## src/rtl/uart_rx_core_if.sv

```systemverilog
// Receive-side signal bundle for uart_rx_core: serial line in, word and status out.
interface uart_rx_core_if #(
  parameter int DATA_BITS = 8
);
  logic                 i_rx_data;
  logic [DATA_BITS-1:0] o_rx_data;
  logic                 o_rx_valid;
  logic                 o_parity_err;
  logic                 o_frame_err;
  logic                 o_break;
  logic                 o_busy;

  // Receiver side: samples the line, drives the word and status.
  modport master (
    input  i_rx_data,
    output o_rx_data, o_rx_valid, o_parity_err, o_frame_err, o_break, o_busy
  );

  // Consumer side: drives the line, reads the word and status.
  modport slave (
    output i_rx_data,
    input  o_rx_data, o_rx_valid, o_parity_err, o_frame_err, o_break, o_busy
  );
endinterface

```

## src/rtl/uart_rx_core.sv

```systemverilog
// Oversampling UART receiver: synchroniser, 3-sample majority vote,
// parity / framing / break detection and a one-cycle valid strobe.
module uart_rx_core #(
  parameter int OVERSAMPLE = 16,
  parameter int DATA_BITS  = 8,
  parameter int PARITY_EN  = 0,
  parameter int PARITY_ODD = 0,
  parameter int STOP_BITS  = 1
) (
  input  logic           clk,
  input  logic           reset,
  uart_rx_core_if.master rx
);
  localparam int MID = OVERSAMPLE / 2;
  localparam int PW  = $clog2(OVERSAMPLE);
  localparam logic [PW-1:0] PH_ONE = PW'(1);
  localparam logic [PW-1:0] PH_LO  = PW'(MID - 1);
  localparam logic [PW-1:0] PH_MID = PW'(MID);
  localparam logic [PW-1:0] PH_DEC = PW'(MID + 1);
  localparam logic [PW-1:0] PH_END = PW'(OVERSAMPLE - 1);
  localparam logic [3:0] LAST_DATA = 4'(DATA_BITS - 1);
  localparam logic [3:0] LAST_STOP = 4'(STOP_BITS - 1);
  localparam logic PEN     = (PARITY_EN != 0);
  localparam logic ODD_BIT = (PARITY_ODD != 0);

  typedef enum logic [2:0] {
    IDLE   = 3'd0,
    START  = 3'd1,
    DATA   = 3'd2,
    PARITY = 3'd3,
    STOP   = 3'd4
  } state_t;

  state_t               state, state_n;
  logic                 sync1, rxs, rxs_prev;
  logic [PW-1:0]        phase, phase_n;
  logic [3:0]           bit_idx, idx_n;
  logic                 samp_lo, samp_mid, maj;
  logic                 at_dec, at_end, start_det, frame_done;
  logic [DATA_BITS-1:0] shreg;
  logic                 par_bit, ferr_acc, zero_acc;
  logic [DATA_BITS-1:0] data_q;
  logic                 valid_q, perr_q, ferr_q, brk_q;

  assign at_dec = (phase == PH_DEC);
  assign at_end = (phase == PH_END);
  assign maj    = (samp_lo & samp_mid) | (samp_lo & rxs) | (samp_mid & rxs);

  assign rx.o_rx_data    = data_q;
  assign rx.o_rx_valid   = valid_q;
  assign rx.o_parity_err = perr_q;
  assign rx.o_frame_err  = ferr_q;
  assign rx.o_break      = brk_q;
  assign rx.o_busy       = (state != IDLE);

  // Two-flop synchroniser plus the previous synchronised value for edge detection.
  always_ff @(posedge clk) begin
    if (reset) begin
      sync1    <= 1'b1;
      rxs      <= 1'b1;
      rxs_prev <= 1'b1;
    end else begin
      sync1    <= rx.i_rx_data;
      rxs      <= sync1;
      rxs_prev <= rxs;
    end
  end

  // State register.
  always_ff @(posedge clk) begin
    if (reset) state <= IDLE;
    else       state <= state_n;
  end

  // Next state, bit phase and bit index; the detect cycle counts as phase 0 of the start bit.
  always_comb begin
    state_n    = state;
    phase_n    = at_end ? '0 : phase + PH_ONE;
    idx_n      = bit_idx;
    start_det  = 1'b0;
    frame_done = 1'b0;
    case (state)
      IDLE: begin
        phase_n = '0;
        idx_n   = '0;
        if (rxs_prev && !rxs) begin
          state_n   = START;
          phase_n   = PH_ONE;
          start_det = 1'b1;
        end
      end
      START: begin
        if (at_dec && maj) begin
          state_n = IDLE;
          phase_n = '0;
        end else if (at_end) begin
          state_n = DATA;
          idx_n   = '0;
        end
      end
      DATA: begin
        if (at_end) begin
          if (bit_idx == LAST_DATA) begin
            idx_n   = '0;
            state_n = PEN ? PARITY : STOP;
          end else begin
            idx_n = bit_idx + 4'd1;
          end
        end
      end
      PARITY: begin
        if (at_end) begin
          state_n = STOP;
          idx_n   = '0;
        end
      end
      STOP: begin
        // Leave mid-bit after the last decision so the next start edge is never missed.
        if (at_dec && bit_idx == LAST_STOP) begin
          frame_done = 1'b1;
          state_n    = IDLE;
          phase_n    = '0;
          idx_n      = '0;
        end else if (at_end) begin
          idx_n = bit_idx + 4'd1;
        end
      end
      default: begin
        state_n = IDLE;
        phase_n = '0;
        idx_n   = '0;
      end
    endcase
  end

  // Sampling, shifting, error accumulation and output registers.
  always_ff @(posedge clk) begin
    if (reset) begin
      phase    <= '0;
      bit_idx  <= '0;
      samp_lo  <= 1'b1;
      samp_mid <= 1'b1;
      shreg    <= '0;
      par_bit  <= 1'b0;
      ferr_acc <= 1'b0;
      zero_acc <= 1'b0;
      data_q   <= '0;
      valid_q  <= 1'b0;
      perr_q   <= 1'b0;
      ferr_q   <= 1'b0;
      brk_q    <= 1'b0;
    end else begin
      phase   <= phase_n;
      bit_idx <= idx_n;
      valid_q <= 1'b0;
      if (phase == PH_LO)  samp_lo  <= rxs;
      if (phase == PH_MID) samp_mid <= rxs;
      if (start_det) begin
        ferr_acc <= 1'b0;
        zero_acc <= 1'b1;
      end
      if (at_dec) begin
        case (state)
          DATA: begin
            shreg    <= {maj, shreg[DATA_BITS-1:1]};
            zero_acc <= zero_acc & ~maj;
          end
          PARITY: begin
            par_bit  <= maj;
            zero_acc <= zero_acc & ~maj;
          end
          STOP: begin
            ferr_acc <= ferr_acc | ~maj;
            zero_acc <= zero_acc & ~maj;
          end
          default: ;
        endcase
      end
      if (frame_done) begin
        data_q  <= shreg;
        perr_q  <= PEN & ((^shreg) ^ par_bit ^ ODD_BIT);
        ferr_q  <= ferr_acc | ~maj;
        brk_q   <= zero_acc & ~maj;
        valid_q <= 1'b1;
      end
    end
  end
endmodule

```

## src/flat_wrapper.sv

```systemverilog
// flat-port wrapper written by rule: the top's interface ports become plain ports
module uart_rx_core_flat 
#(
  parameter int OVERSAMPLE = 16,
  parameter int DATA_BITS  = 8,
  parameter int PARITY_EN  = 0,
  parameter int PARITY_ODD = 0,
  parameter int STOP_BITS  = 1
)
  (clk, reset, rx_i_rx_data, rx_o_rx_data, rx_o_rx_valid, rx_o_parity_err, rx_o_frame_err, rx_o_break, rx_o_busy);
  uart_rx_core_if #(.DATA_BITS(DATA_BITS)) rx_i ();
  input  logic clk;
  input  logic reset;
  input wire logic [$bits(rx_i.i_rx_data)-1:0] rx_i_rx_data;
  output wire logic [$bits(rx_i.o_rx_data)-1:0] rx_o_rx_data;
  output wire logic [$bits(rx_i.o_rx_valid)-1:0] rx_o_rx_valid;
  output wire logic [$bits(rx_i.o_parity_err)-1:0] rx_o_parity_err;
  output wire logic [$bits(rx_i.o_frame_err)-1:0] rx_o_frame_err;
  output wire logic [$bits(rx_i.o_break)-1:0] rx_o_break;
  output wire logic [$bits(rx_i.o_busy)-1:0] rx_o_busy;
  assign rx_i.i_rx_data = rx_i_rx_data;
  assign rx_o_rx_data = rx_i.o_rx_data;
  assign rx_o_rx_valid = rx_i.o_rx_valid;
  assign rx_o_parity_err = rx_i.o_parity_err;
  assign rx_o_frame_err = rx_i.o_frame_err;
  assign rx_o_break = rx_i.o_break;
  assign rx_o_busy = rx_i.o_busy;
  uart_rx_core #(.OVERSAMPLE(OVERSAMPLE), .DATA_BITS(DATA_BITS), .PARITY_EN(PARITY_EN), .PARITY_ODD(PARITY_ODD), .STOP_BITS(STOP_BITS)) u_core (.clk(clk), .reset(reset), .rx(rx_i));
endmodule
```

## config.mk

```make
export PLATFORM = sky130hd
export DESIGN_NAME = uart_rx_core_flat
export DESIGN_NICKNAME = d
export VERILOG_FILES = /design/src/rtl/uart_rx_core_if.sv /design/src/rtl/uart_rx_core.sv /design/src/flat_wrapper.sv
export SDC_FILE = /design/constraint.sdc
export NUM_CORES = 1
export LEC_CHECK = 0
export ABC_AREA = 1
export BUFFER_PORTS_ARGS = -buffer_cell sky130_fd_sc_hd__buf_2
export CORE_ASPECT_RATIO = 0.5
export CORE_MARGIN = 2
export CORE_UTILIZATION = 35
export DETAILED_ROUTE_END_ITERATION = 16
export RECOVER_POWER = 25
export SYNTH_ARGS = -nofsm -noshare
export SYNTH_HDL_FRONTEND = slang
export SYNTH_SLANG_ARGS = --single-unit
```

## constraint.sdc

```tcl
create_clock -name clk -period 1.9 [get_ports clk]
set_input_delay 0.19 -clock clk [delete_from_list [all_inputs] [get_ports clk]]
set_output_delay 0.19 -clock clk [all_outputs]
set_load 0.01 [all_outputs]
```

==> impl_metrics.csv, run 1 <==
group,metric,value,unit
timing,slew_headroom,0.596,
synth,syn_inst,234,
critical_path,endpoint,"u_core.rx.o_frame_err",
placement,place_ws,359,ps
finish,syn_to_final_growth,14.1,%
clocking,hold_buffers,0,
finish,layout_common_cells,"nor2_1 (54), dfxtp_1 (37), nand2_1 (36), o21ai_0 (21), inv_1 (20)",
clocking,cts_resized,0,
critical_path,reg2reg_to,"u_core.rx.o_frame_err",
floorplan,fp-row-count,17,
timing,setup_violations,0,
synth,async_flop_share,0,
clocking,cts_tree,"built",
critical_path,start_kind,"flop",
power_and_ir_drop,power_leakage,0.820,nW
detailed_routing,wl,3500,um
detailed_routing,drt-wirelength-per-cell,11.0,um
finish,post-route-util,0.429,
synth,syn_nets,242,
timing,hold_viol,0,
synth,synth_edf_count,0,
clocking,cts_setup_buffers,0,
critical_path,slowest_stage,"dfxtp_1",
run_status,outcome,"finished clean",
detailed_routing,avgViaCountPerCell,4.64,
critical_path,worst-path-stages,8,
critical_path,reg2reg_depth,8,
placement,place.gp.congestion,0.813,
critical_path,cp_max_fo,11,
timing,layout_setup_ws,362,ps
clocking,cts.root.buffer_cell,"clkbuf_8",
finish,regArea,741,um^2
placement,io_buffers,14,
global_routing,grt_pass1_wl,6110,um
synth,synth_ff_type,"dfxtp_1",
synth,synth_cell_type_count,31,
synth,ys_seq_area_frac,0.435,
floorplan,initial_core_util,0.376,
clocking,cts.sinks,37,
critical_path,path_common_cell,"inv_1",
finish,final_nets,259,
power_and_ir_drop,powerDensity,1070,nW/um^2
critical_path,crit_start,"u_core.phase[1]",
critical_path,crit_chain,"inv_1 -> ha_1 -> nand3_2 -> nor2_1 -> nand2_1 -> inv_1 -> o21ai_0 -> a31oi_1",
timing,layout_min_cycle_time,1540,ps
finish,multi_input_area,841,um^2
timing,setup_tns,0,ps
detailed_routing,ant_nets,0,
detailed_routing,drc,0,
timing,fmax,0.650,GHz
synth,postSynthAreaPerCell,7.28,um^2
critical_path,cp.required,2110,ps
critical_path,cp_top_family,"simple AND/OR/NAND/NOR gates",
critical_path,worst_path_largest_cell_delay,330,ps
floorplan,die_w,103,um
finish,final_cell_area,1940,um^2
critical_path,cp.arrival,1750,ps
clocking,numCtsBuffers,5,
timing,timing.final.crit_share,0.809,
synth,synth_area_leaders,"dfxtp_1 (43%), nor2_1 (12%), nand2_1 (7.9%)",
finish,n_fill_cell,452,
flow_run,maxCapViolations,0,
synth,ys_ff_latch,37,
critical_path,r2r_slack,360,ps
timing,grt_setup_unrepaired,"false",
finish,drive_gt1_frac,0.123,
synth,ys_warn_count,0,
global_routing,grt_pass1_vias,1354,
timing,clock-skew-final,2.88,ps
synth,yosys.area.top_type,"dfxtp_1",
critical_path,r2r_start,"u_core.phase[1]",
clocking,path_clk_slew,70,ps
critical_path,end_kind,"flop",
detailed_routing,vias,1476,
timing,drv_slew,0,
critical_path,criticalPathCategory,"flop to flop",
hold_path,hold_path.class,"input port to flop",
placement,hpwl,2480,um
global_routing,antenna_found_initial,0,
critical_path,cp_num_buf_inv,2,
floorplan,dieArea,5470,um^2
placement,placed_area,1840,um^2
detailed_routing,dr.pass1.iters,4,
power_and_ir_drop,ir_worst_vdd,0.520,mV
detailed_routing,drtIter0Drc,89,
floorplan,core-area,4530,um^2
global_routing,overflow,0,
timing,tightest_slew,606,ps
global_routing,grt_max_degree,17,
floorplan,die_y,53.3,um
clocking,clk_path_buf_depth,2,
clocking,htree_levels,2,
synth,synth_top_area_frac,0.435,
global_routing,groute.usage.overall,0.147,
floorplan,ios,16,
finish,n_antenna_cell,0,
synth,synth_area,1700,um^2
clocking,clock_latency,290,ps
finish,final_common_cell,"nor2_1",
-- cell usage after synthesis (2+ instances only) --
| master | instances |
|---|---|
| a21oi_1 | 8 |
| clkbuf_1 | 3 |
| dfxtp_1 | 37 |
| ha_1 | 5 |
| inv_1 | 20 |
| inv_2 | 3 |
| nand2_1 | 36 |
| nand2_2 | 4 |
| nand3_1 | 15 |
| nand3_2 | 5 |
| nand4_1 | 4 |
| nor2_1 | 54 |
| o21ai_0 | 21 |
| or2_2 | 2 |
-- report_power, final --
group / internal (mW) / switching, mW / total [mW] / leakage [nW]
Combinational: 0.173 / 0.328 / 0.501 / 0.463
Sequential: 0.820 / 0.0459 / 0.866 / 0.300
Clock: 0.427 / 0.284 / 0.711 / 0.0574
Total: 1.42 / 0.658 / 2.08 / 0.820
-- routing by layer --
layer,up-vias,share of wire,track usage,wire length (um)
met1,652,0.53,0.192,1840
li1,784,-,-,-
met4,0,0.012,0.0400,42
met5,-,0,0,0
met3,6,0.053,0.0489,185
met2,34,0.41,0.232,1430
-- kinds of logic (layout without fill, tap and decap cells) --
| logic type | Yosys count | after routing | share of synthesized area |
|---|---|---|---|
| AND/OR/NAND/NOR | 123 | 123 | 0.323 |
| flip-flops | 37 | 37 | 0.435 |
| AO/OA/AOI/OAI | 36 | 36 | 0.115 |
| buffers and inverters | 29 | 47 | 0.0713 |
| adder cells (fa/ha/maj) | 5 | 5 | 0.0367 |
| XOR/XNOR | 2 | 2 | 0.0103 |
| other | 1 | 1 | 0.00220 |
| multiplexers | 1 | 1 | 0.00661 |
-- state kept, by name, indices dropped and copies added (netlist names) --
register               flops
u_core.rx.o_rx_data        8
u_core.shreg               8
u_core.bit_idx             4
u_core.phase               4
u_core.state               3
u_core.ferr_acc            1
u_core.rx.o_break          1
u_core.rx.o_frame_err      1
u_core.rx.o_rx_valid       1
u_core.rxs                 1
u_core.rxs_prev            1
u_core.samp_lo             1
u_core.samp_mid            1
u_core.sync1               1
u_core.zero_acc            1
-- how the worst min path moves through the flow --
stage	startpoint	endpoint	slack [ps]	depth (start not counted)
finish	rx_i_rx_data	u_core.sync1	80	2
global route	rx_i_rx_data	u_core.sync1	90	2
CTS	rx_i_rx_data	u_core.sync1	80	2
detailed placement	rx_i_rx_data	u_core.sync1	380	2
global placement	rx_i_rx_data	u_core.sync1	370	2
floorplan	rx_i_rx_data	u_core.sync1	290	1
-- per-stage QoR --
step | instances | power (mW) | hold WS (ps)
6_report | 318 | 2.08 | 83.7
5_1_grt | 318 | 2.22 | 86.2
4_1_cts | 318 | 2.09 | 78.4
3_5_place_dp | 310 | 1.38 | 384
3_3_place_gp | 310 | 1.38 | 375
2_1_floorplan | 234 | 1.27 | 294
-- cell type report --
type | instances | share of cell area
repair buffers | 16 | 0.0373
flip-flops and latches | 37 | 0.381
clock buffers | 6 | 0.0425
multi-input cells | 168 | 0.433
well taps | 66 | 0.0425
inverters | 23 | 0.0444
clock inverters | 2 | 0.0193
(Power assumes the default switching activity.)
==> inputs of run 2 (changes only) <==
==> constraint.sdc (replaced) <==
create_clock -name clk -period 1.45 [get_ports clk]
set_input_delay 0.145 -clock clk [delete_from_list [all_inputs] [get_ports clk]]
set_output_delay 0.145 -clock clk [all_outputs]
set_load 0.01 [all_outputs]
==> impl_metrics.csv, run 2 (synthesized netlist as in run 1, its figures left out) <==
group,metric,value,unit
run_status,outcome,"finished clean",
timing,drv_slew,0,
finish,n_antenna_cell,0,
timing,setup_violations,0,
global_routing,grt_pass1_vias,1354,
detailed_routing,drt-wirelength-per-cell,11.4,um
global_routing,groute.usage.overall,0.152,
clocking,cts.sinks,37,
finish,regArea,747,um^2
timing,layout_min_cycle_time,1380,ps
clocking,cts.root.buffer_cell,"clkbuf_8",
clocking,cts_tree,"built",
global_routing,grt_pass1_wl,6180,um
critical_path,criticalPathCategory,"flop to flop",
finish,layout_common_cells,"nor2_1 (51), nand2_1 (32), dfxtp_1 (32), inv_1 (17), o21ai_0 (17)",
floorplan,core-area,4530,um^2
power_and_ir_drop,total_power,2.79,mW
floorplan,fp-row-count,17,
placement,io_buffers,14,
critical_path,end_kind,"flop",
finish,n_fill_cell,454,
timing,layout_setup_ws,68.4,ps
detailed_routing,vias,1522,
detailed_routing,dr.pass1.iters,4,
timing,grt_setup_unrepaired,"true",
global_routing,antenna_found_initial,0,
power_and_ir_drop,power_leakage,0.878,nW
timing,fmax,0.724,GHz
detailed_routing,wl,3720,um
floorplan,die_y,53.3,um
critical_path,start_kind,"flop",
clocking,numCtsBuffers,5,
timing,setup_tns,0,ps
finish,drive_gt1_frac,0.257,
timing,hold_viol,0,
floorplan,die_w,103,um
finish,multi_input_area,932,um^2
timing,clock-skew-final,8.39,ps
finish,final_common_cell,"nor2_1",
critical_path,cp.required,1640,ps
clocking,clock_latency,290,ps
power_and_ir_drop,powerDensity,1320,nW/um^2
detailed_routing,drtIter0Drc,67,
clocking,hold_buffers,0,
flow_run,maxCapViolations,0,
global_routing,grt_max_degree,17,
timing,tightest_slew,668,ps
timing,holdWs,32.7,ps
finish,final_nets,269,
critical_path,cp.arrival,1570,ps
global_routing,overflow,0,
hold_path,hold_path.class,"input port to flop",
placement,place_ws,17.4,ps
detailed_routing,ant_nets,0,
floorplan,initial_core_util,0.376,
clocking,htree_levels,2,
floorplan,ios,16,
clocking,clk_path_buf_depth,2,
timing,timing.final.crit_share,0.953,
detailed_routing,avgViaCountPerCell,4.65,
timing,slew_headroom,0.555,
finish,syn_to_final_growth,23.8,%
floorplan,dieArea,5470,um^2
placement,place.gp.congestion,0.863,
detailed_routing,drc,0,
placement,hpwl,2710,um
clocking,path_clk_slew,70,ps
power_and_ir_drop,ir_worst_vdd,0.468,mV
critical_path,cp_max_fo,7,
==> run 2: cell count changes in the layout (fill, tap and decap cells not counted), sizes merged <==
cell,before,now
buf,6,18
clkbuf,16,13
clkinv,0,1
clkinvlp,1,0
==> run 2: path summary, 6_finish.rpt <==
path / from / to / slack (ps) / depth (start not counted)
worst max-delay path: u_core.phase[1] / u_core.rx.o_rx_data[6] / 70 / 8
worst max register to register: u_core.phase[1] / u_core.rx.o_rx_data[6] / 70 / 8
worst min-delay path: rx_i_rx_data / u_core.sync1 / 30 / 2
worst min register to register: u_core.sync1 / u_core.rxs / 420 / 1
==> run 2: what timing repair did <==
item,in CTS,in global routing
setup buffers,0,1
gates resized for setup,0,38
setup endpoints to repair,0,29
==> run 2: metal layers <==
layer,global-route usage,share of wire
met5,0,0
met4,0.0733,0.020
met3,0.0436,0.043
met2,0.239,0.40
met1,0.194,0.53
==> run 2: worst max-delay path, stage by stage (launching register included) <==
cell	delay, ps
dfxtp_2	330
inv_2	50
ha_2	180
nand3_4	90
nor2_2	160
nand2_2	90
buf_4	160
o21ai_0	160
nor2_1	50
==> run 2: power by group <==
part           leakage [nW]  switching, mW  internal [mW]
sequential            0.302         0.0483           1.08
clock                0.0540          0.370          0.500
combinational         0.522          0.502          0.291
==> run 2: metrics by stage <==
stage,util,cells,cell area [um^2]
detailed placement,0.420,319,1900
floorplan,-,234,1700
global route,0.465,327,2110
finish,0.465,327,2110
CTS,0.443,326,2010
global placement,0.420,319,1900
==> run 2: cell type report <==
class | count | share of cell area
Multi-Input combinational cell | 168 | 0.442
Clock inverter | 2 | 0.0166
Tap cell | 66 | 0.0392
Clock buffer | 5 | 0.0326
Inverter | 23 | 0.0421
Sequential cell | 37 | 0.354
Timing Repair Buffer | 26 | 0.0730
==> inputs of run 3 (changes only) <==
==> constraint.sdc (replaced) <==
create_clock -name clk -period 1.45 [get_ports clk]
set_input_delay 0.29 -clock clk [delete_from_list [all_inputs] [get_ports clk]]
set_output_delay 0.29 -clock clk [all_outputs]
set_load 0.01 [all_outputs]
==> impl_metrics.csv, run 3 (synthesized netlist as in run 1, its figures left out) <==
group,metric,value,unit
floorplan,die_w,103,um
timing,layout_min_cycle_time,1400,ps
power_and_ir_drop,powerDensity,1370,nW/um^2
floorplan,fp-row-count,17,
critical_path,start_kind,"flop",
critical_path,end_kind,"flop",
floorplan,dieArea,5470,um^2
critical_path,criticalPathCategory,"flop to flop",
clocking,cts_tree,"built",
finish,layout_common_cells,"nor2_1 (52), dfxtp_1 (32), nand2_1 (30), o21ai_0 (20), inv_1 (17)",
finish,syn_to_final_growth,25.6,%
clocking,cts.root.buffer_cell,"clkbuf_8",
detailed_routing,vias,1542,
finish,drive_gt1_frac,0.249,
timing,hold_viol,0,
global_routing,grt_pass1_vias,1397,
timing,drv_slew,0,
detailed_routing,wl,3870,um
clocking,numCtsBuffers,5,
detailed_routing,avgViaCountPerCell,4.72,
floorplan,core-area,4530,um^2
timing,setup_violations,0,
critical_path,reg2reg_depth,9,
timing,timing.final.crit_share,0.963,
finish,final_cell_area,2140,um^2
critical_path,cp.arrival,1570,ps
detailed_routing,dr.pass1.iters,4,
clocking,clock_latency,290,ps
hold_path,hold_path.class,"input port to flop",
critical_path,endpoint,"u_core.phase[2]",
flow_run,maxCapViolations,0,
clocking,clk_path_buf_depth,2,
critical_path,cp_num_buf_inv,2,
detailed_routing,drt-wirelength-per-cell,11.8,um
placement,io_buffers,14,
timing,fmax,0.716,GHz
critical_path,reg2reg_to,"u_core.phase[2]",
placement,placed_area,1910,um^2
clocking,path_clk_slew,70,ps
global_routing,overflow,0,
clocking,htree_levels,2,
power_and_ir_drop,power_leakage,0.886,nW
critical_path,crit_start,"u_core.phase[1]",
floorplan,initial_core_util,0.376,
timing,clock-skew-final,4.21,ps
critical_path,r2r_start,"u_core.phase[1]",
detailed_routing,drtIter0Drc,54,
power_and_ir_drop,ir_worst_vdd,0.453,mV
clocking,cts.sinks,37,
hold_path,hold_path_startpoint,"rx_i_rx_data",
timing,grt_setup_unrepaired,"true",
critical_path,cp.required,1620,ps
finish,n_antenna_cell,0,
global_routing,antenna_found_initial,0,
critical_path,r2r_slack,50,ps
placement,place.gp.congestion,0.827,
timing,tightest_slew,615,ps
timing,slew_headroom,0.590,
global_routing,grt_pass1_wl,6260,um
critical_path,worst-path-stages,9,
finish,final_common_cell,"nor2_1",
floorplan,ios,16,
global_routing,groute.usage.overall,0.152,
detailed_routing,ant_nets,0,
finish,final_nets,268,
run_status,outcome,"finished clean",
critical_path,crit_chain,"inv_2 -> ha_4 -> nand3_4 -> inv_4 -> nand2_4 -> nand2_2 -> nand3_2 -> o211ai_1 -> nor2_1",
timing,setup_tns,0,ps
global_routing,grt_max_degree,26,
critical_path,slowest_stage,"dfxtp_2",
critical_path,worst_path_largest_cell_delay,340,ps
floorplan,die_y,53.3,um
critical_path,cp_top_family,"simple AND/OR/NAND/NOR gates",
placement,hpwl,2650,um
critical_path,cp_max_fo,4,
detailed_routing,drc,0,
==> run 3: cell count changes in the layout (fill, tap and decap cells not counted), sizes merged <==
cell,previous run,this run
clkinv,1,0
clkbuf,13,15
clkinvlp,0,1
buf,18,16
==> run 3: area by class of cell <==
cell class	count	area [um^2]
timing repair buffer	25	158
clock buffer	6	82.6
clock inverter	2	37.5
sequential	37	749
inverter	23	88.8
tap	66	82.6
fill	442	2390
multi-input combinational	168	940
==> run 3: repair_timing <==
item,CTS,global route
hold buffers,0,0
endpoints found under the setup margin,2,29
gates resized for setup,2,34
pin swaps,0,5
buffers inserted,0,1
==> run 3: worst min path at each step <==
stage | end | depth (start not counted)
after floorplan | u_core.rxs | 1
after global placement | u_core.rxs | 1
after detailed placement | u_core.rxs | 1
after CTS | u_core.sync1 | 2
after global routing | u_core.sync1 | 2
final | u_core.sync1 | 2
==> run 3: layer usage <==
layer	routed length [um]	part of all wire	vias to the layer above	GRT usage
met5	0	0	-	0
met4	55	0.014	0	0.0622
met3	182	0.047	7	0.0410
met2	1710	0.44	38	0.245
met1	1920	0.50	688	0.195
li1	-	-	809	-
==> run 3: power by group <==
part	internal (mW)	switching, mW	leakage (nW)	total [mW]
sequential	1.09	0.0547	0.302	1.14
combinational	0.322	0.531	0.526	0.853
clock	0.559	0.370	0.0574	0.929
total	1.97	0.955	0.886	2.92
==> run 3: through the flow <==
stage	hold slack (ps)	worst slack [ps]	power, mW	cells	utilization
after floorplan	389	182	1.67	234	-
after global placement	394	65.6	1.86	318	0.421
after detailed placement	395	-3.69	1.88	318	0.421
after CTS	175	0.585	2.81	326	0.448
after global routing	173	-26.3	3.11	327	0.472
final	181	53.5	2.92	327	0.472
